--- config.mk ---
export PLATFORM = sky130hd
export DESIGN_NAME = encaps_seq_ctrl_flat
export DESIGN_NICKNAME = d
export VERILOG_FILES = /design/src/rtl/encaps_seq_ctrl_pkg.sv /design/src/rtl/encaps_seq_ctrl_if.sv /design/src/rtl/encaps_seq_ctrl_mod_counter.sv /design/src/rtl/encaps_seq_ctrl.sv /design/src/flat_wrapper.sv
export SDC_FILE = /design/constraint.sdc
export NUM_CORES = 1
export LEC_CHECK = 0
export CAP_MARGIN = 20
export CORE_MARGIN = 8
export CORE_UTILIZATION = 52
export CTS_CLUSTER_SIZE = 8
export DETAILED_ROUTE_END_ITERATION = 10
export PLACE_DENSITY_LB_ADDON = 0.08
export SLEW_MARGIN = 30
export SYNTH_ARGS = -nofsm -noshare
export SYNTH_HDL_FRONTEND = slang
export SYNTH_HIERARCHICAL = 1
export SYNTH_SLANG_ARGS = --single-unit
--- constraint.sdc ---
create_clock -name sipo_t_clk -period 4.35 [get_ports sipo_t_clk]
set_input_delay 0.87 -clock sipo_t_clk [delete_from_list [all_inputs] [get_ports sipo_t_clk]]
set_output_delay 0.87 -clock sipo_t_clk [all_outputs]
set_load 0.05 [all_outputs]
--- src/rtl/encaps_seq_ctrl_pkg.sv ---
// Shared types and default constants for the encaps datapath sequencer.
// Imported by the sequencer top and its counter sub-module.
// Optional build macro used by this slice: SEQ_CTRL_STALL_EN.
package encaps_seq_ctrl_pkg;

  // Sequencer phases; the top keeps legacy-style localparam copies of these codes
  typedef enum logic [1:0] {
    IDLE = 2'd0,
    RUN  = 2'd1,
    HALT = 2'd2
  } seq_state_t;

  // Default geometry of the encaps datapath
  localparam int DEF_TRIT_GRP   = 5;
  localparam int DEF_PACK_LEN   = 68;
  localparam int DEF_ANS_IDX    = 52;
  localparam int DEF_NUM_ROUNDS = 3;
  localparam int DEF_STOP_AT    = 5;

  // Counter width for a value range of 0..range-1, never narrower than one bit
  function automatic int cntWidth(input int range);
    return (range < 2) ? 1 : $clog2(range);
  endfunction

endpackage

--- src/rtl/encaps_seq_ctrl_if.sv ---
// Bundle of control and strobe signals between the encaps sequencer and its user.
// The master side launches sequences (and stalls them when SEQ_CTRL_STALL_EN is defined);
// the slave side is the sequencer driving enables, strobes and decodes.
interface encaps_seq_ctrl_if #(
  parameter int TW = 3,
  parameter int RW = 2
);

`ifdef SEQ_CTRL_STALL_EN
  logic          stall;
`endif
  logic          start;
  logic          sipo_t_en;
  logic          sipo_u_en;
  logic          sipo_p_en;
  logic          p3_rst1;
  logic [TW-1:0] p3_count;
  logic          sipo_p_stop;
  logic          hash_rst1;
  logic          hash_rst2;
  logic          hash_sp;
  logic          hash_ans;
  logic          hash_keccak;
  logic [RW-1:0] hash_round;
  logic          hash_fin;
  logic          halt_n;
  logic          done;

  modport master (
`ifdef SEQ_CTRL_STALL_EN
    output stall,
`endif
    output start,
    input  sipo_t_en, sipo_u_en, sipo_p_en, p3_rst1, p3_count, sipo_p_stop,
    input  hash_rst1, hash_rst2, hash_sp, hash_ans, hash_keccak, hash_round,
    input  hash_fin, halt_n, done
  );

  modport slave (
`ifdef SEQ_CTRL_STALL_EN
    input  stall,
`endif
    input  start,
    output sipo_t_en, sipo_u_en, sipo_p_en, p3_rst1, p3_count, sipo_p_stop,
    output hash_rst1, hash_rst2, hash_sp, hash_ans, hash_keccak, hash_round,
    output hash_fin, halt_n, done
  );

endinterface

--- src/rtl/encaps_seq_ctrl_mod_counter.sv ---
// Modulo-N up counter with synchronous clear and count enable.
// Wrap from MODULUS-1 back to zero is an explicit compare so non-power-of-two moduli work.
module seq_mod_counter #(
  parameter int MODULUS = 5,
  parameter int W       = 3
) (
  input  logic         sipo_t_clk,
  input  logic         ovr_rst1,
  input  logic         i_en,
  input  logic         i_clr,
  output logic [W-1:0] o_count
);

  localparam logic [W-1:0] LAST = W'(MODULUS - 1);

  logic [W-1:0] r_count;

  // Clear wins over enable so a relaunch always starts from zero
  always_ff @(posedge sipo_t_clk or posedge ovr_rst1) begin
    if (ovr_rst1) begin
      r_count <= '0;
    end else if (i_clr) begin
      r_count <= '0;
    end else if (i_en) begin
      r_count <= (r_count == LAST) ? '0 : r_count + W'(1);
    end
  end

  assign o_count = r_count;

endmodule

--- src/rtl/encaps_seq_ctrl.sv ---
// Sequencer for the encaps datapath: ternary SIPO, PACK_S3 SIPO and SHA3 hash rounds.
// Counts trit groups (tcnt), pack bytes (pcnt) and hash rounds, then halts after the
// answer tick of the final round. All decodes are combinational from registered state.
// Optional build macro: SEQ_CTRL_STALL_EN adds a stall input that freezes the sequence.
module encaps_seq_ctrl
  import encaps_seq_ctrl_pkg::*;
#(
  parameter int TRIT_GRP   = DEF_TRIT_GRP,
  parameter int PACK_LEN   = DEF_PACK_LEN,
  parameter int ANS_IDX    = DEF_ANS_IDX,
  parameter int NUM_ROUNDS = DEF_NUM_ROUNDS,
  parameter int STOP_AT    = DEF_STOP_AT
) (
  input  logic               sipo_t_clk,
  input  logic               ovr_rst1,
  encaps_seq_ctrl_if.slave   io_seq
);

  localparam int TW = cntWidth(TRIT_GRP);
  localparam int PW = cntWidth(PACK_LEN);
  localparam int RW = cntWidth(NUM_ROUNDS + 1);

  localparam logic [1:0] ST_IDLE = IDLE;
  localparam logic [1:0] ST_RUN  = RUN;
  localparam logic [1:0] ST_HALT = HALT;

  logic [1:0]    r_state;
  logic [RW-1:0] r_round;
  logic [TW-1:0] w_tcnt;
  logic [PW-1:0] w_pcnt;
  logic          w_stall;
  logic          w_run;
  logic          w_active;
  logic          w_start_acc;
  logic          w_p_tick;
  logic          w_ans;
  logic          w_final_rnd;
  logic          w_final_tick;
  logic          w_pcnt_clr;

`ifdef SEQ_CTRL_STALL_EN
  assign w_stall = io_seq.stall;
`else
  assign w_stall = 1'b0;
`endif

  assign w_run        = (r_state == ST_RUN);
  assign w_active     = w_run & ~w_stall;
  assign w_start_acc  = io_seq.start & ((r_state == ST_IDLE) | (r_state == ST_HALT));
  assign w_p_tick     = w_active & (w_tcnt == TW'(TRIT_GRP - 1));
  assign w_ans        = w_run & (w_pcnt == PW'(ANS_IDX));
  assign w_final_rnd  = (r_round == RW'(NUM_ROUNDS - 1));
  assign w_final_tick = w_p_tick & w_ans & w_final_rnd;
  assign w_pcnt_clr   = w_start_acc | w_final_tick;

  seq_mod_counter #(
    .MODULUS (TRIT_GRP),
    .W       (TW)
  ) u_tcnt (
    .sipo_t_clk (sipo_t_clk),
    .ovr_rst1   (ovr_rst1),
    .i_en       (w_active),
    .i_clr      (w_start_acc),
    .o_count    (w_tcnt)
  );

  seq_mod_counter #(
    .MODULUS (PACK_LEN),
    .W       (PW)
  ) u_pcnt (
    .sipo_t_clk (sipo_t_clk),
    .ovr_rst1   (ovr_rst1),
    .i_en       (w_p_tick),
    .i_clr      (w_pcnt_clr),
    .o_count    (w_pcnt)
  );

  // Round count advances on each answer tick; the last one parks it at NUM_ROUNDS
  always_ff @(posedge sipo_t_clk or posedge ovr_rst1) begin
    if (ovr_rst1) begin
      r_round <= '0;
    end else if (w_start_acc) begin
      r_round <= '0;
    end else if (w_p_tick & w_ans) begin
      r_round <= w_final_rnd ? RW'(NUM_ROUNDS) : r_round + RW'(1);
    end
  end

  // Phase control: launch from IDLE or HALT, stop after the final answer tick
  always_ff @(posedge sipo_t_clk or posedge ovr_rst1) begin
    if (ovr_rst1) begin
      r_state <= ST_IDLE;
    end else begin
      case (r_state)
        ST_IDLE: if (io_seq.start) r_state <= ST_RUN;
        ST_RUN:  if (w_final_tick) r_state <= ST_HALT;
        ST_HALT: if (io_seq.start) r_state <= ST_RUN;
        default: r_state <= ST_IDLE;
      endcase
    end
  end

  assign io_seq.sipo_t_en   = w_active;
  assign io_seq.sipo_u_en   = w_active;
  assign io_seq.sipo_p_en   = w_p_tick;
  assign io_seq.p3_rst1     = w_run & (w_tcnt == '0);
  assign io_seq.p3_count    = w_tcnt;
  assign io_seq.sipo_p_stop = w_run & (r_round != '0) & (w_pcnt == PW'(STOP_AT));
  assign io_seq.hash_rst1   = w_run & (w_pcnt == PW'(1)) & (r_round == '0);
  assign io_seq.hash_rst2   = w_run & ((w_pcnt == PW'(2)) | (w_pcnt == PW'(3)));
  assign io_seq.hash_sp     = w_run & (w_pcnt == PW'(1));
  assign io_seq.hash_ans    = w_ans;
  assign io_seq.hash_keccak = w_pcnt[0];
  assign io_seq.hash_round  = r_round;
  assign io_seq.hash_fin    = w_final_rnd;
  assign io_seq.halt_n      = (r_state != ST_HALT);
  assign io_seq.done        = (r_state == ST_HALT);

endmodule
--- src/flat_wrapper.sv ---
// flat-port wrapper written by rule: the top's interface ports become plain ports
module encaps_seq_ctrl_flat import encaps_seq_ctrl_pkg::*;
#(
  parameter int TRIT_GRP   = DEF_TRIT_GRP,
  parameter int PACK_LEN   = DEF_PACK_LEN,
  parameter int ANS_IDX    = DEF_ANS_IDX,
  parameter int NUM_ROUNDS = DEF_NUM_ROUNDS,
  parameter int STOP_AT    = DEF_STOP_AT
)
  (sipo_t_clk, ovr_rst1, io_seq_start, io_seq_sipo_t_en, io_seq_sipo_u_en, io_seq_sipo_p_en, io_seq_p3_rst1, io_seq_p3_count, io_seq_sipo_p_stop, io_seq_hash_rst1, io_seq_hash_rst2, io_seq_hash_sp, io_seq_hash_ans, io_seq_hash_keccak, io_seq_hash_round, io_seq_hash_fin, io_seq_halt_n, io_seq_done);
  encaps_seq_ctrl_if io_seq_i ();
  input  logic sipo_t_clk;
  input  logic ovr_rst1;
  input wire logic [$bits(io_seq_i.start)-1:0] io_seq_start;
  output wire logic [$bits(io_seq_i.sipo_t_en)-1:0] io_seq_sipo_t_en;
  output wire logic [$bits(io_seq_i.sipo_u_en)-1:0] io_seq_sipo_u_en;
  output wire logic [$bits(io_seq_i.sipo_p_en)-1:0] io_seq_sipo_p_en;
  output wire logic [$bits(io_seq_i.p3_rst1)-1:0] io_seq_p3_rst1;
  output wire logic [$bits(io_seq_i.p3_count)-1:0] io_seq_p3_count;
  output wire logic [$bits(io_seq_i.sipo_p_stop)-1:0] io_seq_sipo_p_stop;
  output wire logic [$bits(io_seq_i.hash_rst1)-1:0] io_seq_hash_rst1;
  output wire logic [$bits(io_seq_i.hash_rst2)-1:0] io_seq_hash_rst2;
  output wire logic [$bits(io_seq_i.hash_sp)-1:0] io_seq_hash_sp;
  output wire logic [$bits(io_seq_i.hash_ans)-1:0] io_seq_hash_ans;
  output wire logic [$bits(io_seq_i.hash_keccak)-1:0] io_seq_hash_keccak;
  output wire logic [$bits(io_seq_i.hash_round)-1:0] io_seq_hash_round;
  output wire logic [$bits(io_seq_i.hash_fin)-1:0] io_seq_hash_fin;
  output wire logic [$bits(io_seq_i.halt_n)-1:0] io_seq_halt_n;
  output wire logic [$bits(io_seq_i.done)-1:0] io_seq_done;
  assign io_seq_i.start = io_seq_start;
  assign io_seq_sipo_t_en = io_seq_i.sipo_t_en;
  assign io_seq_sipo_u_en = io_seq_i.sipo_u_en;
  assign io_seq_sipo_p_en = io_seq_i.sipo_p_en;
  assign io_seq_p3_rst1 = io_seq_i.p3_rst1;
  assign io_seq_p3_count = io_seq_i.p3_count;
  assign io_seq_sipo_p_stop = io_seq_i.sipo_p_stop;
  assign io_seq_hash_rst1 = io_seq_i.hash_rst1;
  assign io_seq_hash_rst2 = io_seq_i.hash_rst2;
  assign io_seq_hash_sp = io_seq_i.hash_sp;
  assign io_seq_hash_ans = io_seq_i.hash_ans;
  assign io_seq_hash_keccak = io_seq_i.hash_keccak;
  assign io_seq_hash_round = io_seq_i.hash_round;
  assign io_seq_hash_fin = io_seq_i.hash_fin;
  assign io_seq_halt_n = io_seq_i.halt_n;
  assign io_seq_done = io_seq_i.done;
  encaps_seq_ctrl #(.TRIT_GRP(TRIT_GRP), .PACK_LEN(PACK_LEN), .ANS_IDX(ANS_IDX), .NUM_ROUNDS(NUM_ROUNDS), .STOP_AT(STOP_AT)) u_core (.sipo_t_clk(sipo_t_clk), .ovr_rst1(ovr_rst1), .io_seq(io_seq_i));
endmodule
# Yosys cells after proc, flatten, opt, wreduce, memory -nomap -nowiden
# Cells that the tools add are included.
# totals
ff_bits	14
in_bits	3
output_inout_bits	18
wordCells	55
# op_classes
muxes	12
reduce_logical	9
addsub	3
eq_ne	13
bitwise_logic	14
# ops
cell	n
$mux W7	3
$eq A7 B2 Y1 const B	2
$and A1 B1 Y1	11
$mux W2	5
$mux W3	3
$reduce_bool A2 Y1	4
$add A7 B1 Y7 const B	1
$eq A7 B1 Y1 const B	1
$eq A7 B3 Y1 const B	1
$eq A7 B6 Y1 const B	1
$eq A7 B7 Y1 const B	1
$eq A2 B2 Y1 const B	2
$logic_not A2 Y1	2
$ne A2 B2 Y1 const B	2
$pmux W2 S2	1
$add A3 B1 Y3 const B	1
$eq A3 B3 Y1 const B	1
$logic_not A3 Y1	1
$or A1 B1 Y1	3
$add A2 B1 Y2 const B	1
$eq A2 B1 Y1 const B	1
$ne A2 B1 Y1 const B	1
$reduce_and A2 Y1	1
$reduce_or A2 Y1	1

# Depth between registers and ports, before layout
# logic_depth
ltp_word	6
ltp_mapped	6
depth_no_buf	6

# Hierarchy
# Netlist, hierarchy kept.
# modules_own_cells
mod	area_each_um2	seq_area_each_um2	cells_per_inst	n_inst
seq_mod_counter (u_core.u_pcnt)	404.1	175.2	40	1
encaps_seq_ctrl	360.3	100.1	41	1
seq_mod_counter (u_core.u_tcnt)	170.2	75.1	17	1

# Least setup slack after synthesis
# Ideal clock, no wire load.
# synth_path
path_type	register to output
from	reg u_core.u_pcnt.r_count[0] (netlist: u_core/u_pcnt/o_count[0])
to	out io_seq_hash_ans
n_path_buf	0
slack_ps	1245
t_arrival_ps	2235
required_time_ps	3480
path_stages_with_launch	3
path_cell_list	dfrtp_1 -> or3b_2 -> nor3_1
# synth_between
elab_chain_len	2
# synth_lines
item	line_no	rtl
start: declaration	encaps_seq_ctrl_mod_counter.sv:16	logic [W-1:0] r_count;
start signal: assignment	encaps_seq_ctrl_mod_counter.sv:25	r_count <= (r_count == LAST) ? '0 : r_count + W'(1);
$eq A7 B6 Y1	encaps_seq_ctrl.sv:51	assign w_ans = w_run & (w_pcnt == PW'(ANS_IDX));
$and A1 B1 Y1	encaps_seq_ctrl.sv:51	
end: declaration	flat_wrapper.sv:24	output wire logic [$bits(io_seq_i.hash_ans)-1:0] io_seq_hash_ans;
# No other way between the ends.

# Final worst setup path
# layout_path
from	reg u_core.u_tcnt.r_count[1] (netlist: u_core/u_tcnt/o_count[1])
to	out io_seq_sipo_p_en
# layout_between
elab_chain_len	2
# layout_lines
item	line_no	rtl
start: declaration	encaps_seq_ctrl_mod_counter.sv:16	
start signal: assignment	encaps_seq_ctrl_mod_counter.sv:25	
$eq A3 B3 Y1	encaps_seq_ctrl.sv:50	assign w_p_tick = w_active & (w_tcnt == TW'(TRIT_GRP - 1));
$and A1 B1 Y1	encaps_seq_ctrl.sv:50	
end: declaration	flat_wrapper.sv:17	output wire logic [$bits(io_seq_i.sipo_p_en)-1:0] io_seq_sipo_p_en;
# No other way between the ends.

==> qor.yml <==
sta:
  max_clock_freq_mhz: 282
  worst_pin_slew_ns: 0.631
  fin_skew_ns: 0.00557
  finalSetupViolations: 0
  setup_ws_ns: 0.805
  post-route-period-util_pct: 81.5
  hold_viol: 0
  rsz0062_at_grt: "no"
  max_slew_margin_pct: 57.8
  drv_slew: 0
  finalSetupTns_ns: 0
  hold_ws_ns: 0.553
  fin_crit_ns: 3.54
clocking:
  postCtsSetupBuffers: 0
  cts_made_buffers: 3
  clk_pin_slew_ns: 0.08
  cts_sinks: 14
  clock_latency_ns: 0.28
  clockBufferDepth: 2
  cts_tree: "done"
  post_cts_resized: 0
  postCtsHoldBufs: 0
  htreeDepth: 1
  cts-root-buf: "clkbuf_4"
finish:
  multiInputGateArea_um2: 524
  design_area_mm2: 0.00117
  drive_above_1_share_pct: 9.24
  nNetsFinal: 129
  area_growth_pct: 25.6
  final_cell_mix: "clkdlybuf4s50_1 (20), dfrtp_1 (14), inv_1 (12)"
  diodes: 0
  nFillCells: 157
  final_common_cell: "clkdlybuf4s50_1"
  regArea_um2: 350
setup_path:
  crit_fanout: 9
  cp.arrival_ns: 2.67
  crit_buf_inv: 1
  ff2ff_path_depth: 5
  critPathKind: "reg -> out"
  cp_data_required_time_ns: 3.48
  crit_slowest_cell: "clkdlybuf4s50_1"
  end_kind: "output port"
  cp-start-kind: "register"
  critical_path_depth: 3
  crit_path_max_incr_delay_ns: 0.93
  cp_cell_sequence: "or3b_2, nor2_1, clkdlybuf4s50_1"
  path_delay_family: "simple AND/OR/NAND/NOR gates"
worst_hold_path:
  hold_class: "reg -> reg"
  hold_depth: 2
grt:
  grt_pass1_vias: 725
  antenna_found_initial: 0
  grt_max_degree: 13
  grt_usage_pct: 12.5
  grt_pass1_wl_um: 3360
  grt_overflow: 0
yosys:
  synth.area.top_cells: "dfrtp_1 (37%), ha_1 (6.7%), inv_1 (4.8%), mux2i_1 (4.3%), nand2b_1 (3.3%)"
  synth-edff-count: 0
  yosysSeqAreaShare_pct: 37.5
  netlist_instances: 98
  async_reset_ff_share_pct: 100
  synth_flop_cell: "dfrtp_1"
  syn_area_um2: 935
  yosysWarnings: 6
  ys_types: 35
  synth_seq_cells: 14
  avgSynthCellArea_um2: 9.54
  synth_area_leader_cell: "dfrtp_1"
  synth_fp_nets: 106
  synth_top_cell_area_share_pct: 37.5
power_and_ir_drop:
  ir_worst_vdd_v: 0.000314
  fin_total_pwr_uw: 605
  powerDensity_mw_per_mm2: 516
  p_leak_nw: 0.518
floorplanning:
  chipWidth_um: 58.4
  coreArea_mm2: 0.00171
  start_util_pct: 54.7
  die_h_um: 58.4
  dieArea_mm2: 0.00341
  num_rows: 15
  io_pins: 21
routing:
  ant_nets: 0
  wl_um: 2060
  drc: 0
  vias_per_cell: 5.37
  drtPass1Iterations: 4
  post_drt_wl_per_cell_um: 14.3
  drt_iter0_markers: 24
  num_vias: 773
run:
  max_cap_viol_count: 0
status:
  status: "finished, final reports clean"
placement:
  gp_congestion: 0.870
  port_buffers: 20
  dp_hpwl_um: 1620
  dpl_cell_area_mm2: 0.00115
  post-place-ws_ns: 1.09
[cells by family (layout without fill, tap and decap cells)]
| family | Yosys count | count (layout) | share of synthesized area (%) |
|---|---|---|---|
| buffers and inverters | 14 | 35 | 6.42 |
| flip-flops | 14 | 14 | 37.5 |
| multiplexers | 4 | 4 | 4.28 |
| AND/OR/NAND/NOR | 45 | 45 | 30.9 |
| AO/OA/AOI/OAI | 14 | 14 | 12.3 |
| XOR/XNOR | 2 | 2 | 1.87 |
| adder cells (fa/ha/maj) | 5 | 5 | 6.69 |
[power by group]
part | switching [mW] | internal, mW
logic | 0.200 | 0.124
clock network | 0.0411 | 0.0322
registers | 0.0480 | 0.160
[flip-flops by register name, summed over array words and instances, names as in the netlist]
name and count:
u_core/io_seq.hash_round 2, u_core/u_pcnt/o_count 7, u_core/r_state 2, u_core/u_tcnt/o_count 3
[area by class of cell]
type,count,share of cell area (%)
multi-input combinational,70,44.7
sequential,14,29.9
timing repair buffer,20,17.1
inverter,12,3.84
tap,25,2.67
clock buffer,3,1.92
[synth_stat cells, types with 2 or more instances]
| library cell | n |
|---|---|
| a21oi_1 | 4 |
| buf_4 | 2 |
| dfrtp_1 | 14 |
| ha_1 | 5 |
| inv_1 | 12 |
| mux2i_1 | 4 |
| nand2_1 | 8 |
| nand2b_1 | 5 |
| nand3_1 | 2 |
| nand4_1 | 2 |
| nor2_1 | 8 |
| nor3_1 | 3 |
| nor3b_1 | 3 |
| o21ai_0 | 2 |
| or3b_1 | 2 |
| or3b_2 | 2 |
| xor2_1 | 2 |
[routing by layer]
layer | vias up | wire length [µm] | GRT usage, %
met5 | - | 0 | 0
met4 | 0 | 40 | 7.34
met3 | 5 | 112 | 2.83
met1 | 360 | 961 | 15.9
li1 | 389 | - | -
met2 | 19 | 949 | 18.9
[stage by stage]
| stage | utilization, % | cells |
|---|---|---|
| floorplan | - | 98 |
| global placement | 67.4 | 141 |
| detailed placement | 67.4 | 141 |
| CTS | 68.7 | 144 |
| global route | 68.7 | 144 |
| finish | 68.7 | 144 |
[worst min-delay path: cells and delay by family (launching register included)]
family           cells  cell delay (ns)
multiplexers         1             0.05
AND/OR/NAND/NOR      1             0.06
flip-flops           1             0.40
[final timing paths]
kind / to / from / slack [ns]
setup / recovery: io_seq_sipo_p_en / u_core/u_tcnt/o_count[1] / 0.81
hold / removal: u_core/io_seq.hash_round[0] / u_core/io_seq.hash_round[0] / 0.55
setup reg to reg: u_core/u_pcnt/o_count[5] / u_core/u_tcnt/o_count[1] / 2.04
hold reg to reg: u_core/io_seq.hash_round[0] / u_core/io_seq.hash_round[0] / 0.55
max in group asynchronous: u_core/u_pcnt/o_count[3] / ovr_rst1 / 3.24
min in group asynchronous: u_core/u_tcnt/o_count[1] / ovr_rst1 / 0.82
No activity file was read; power rests on OpenSTA's default activity.
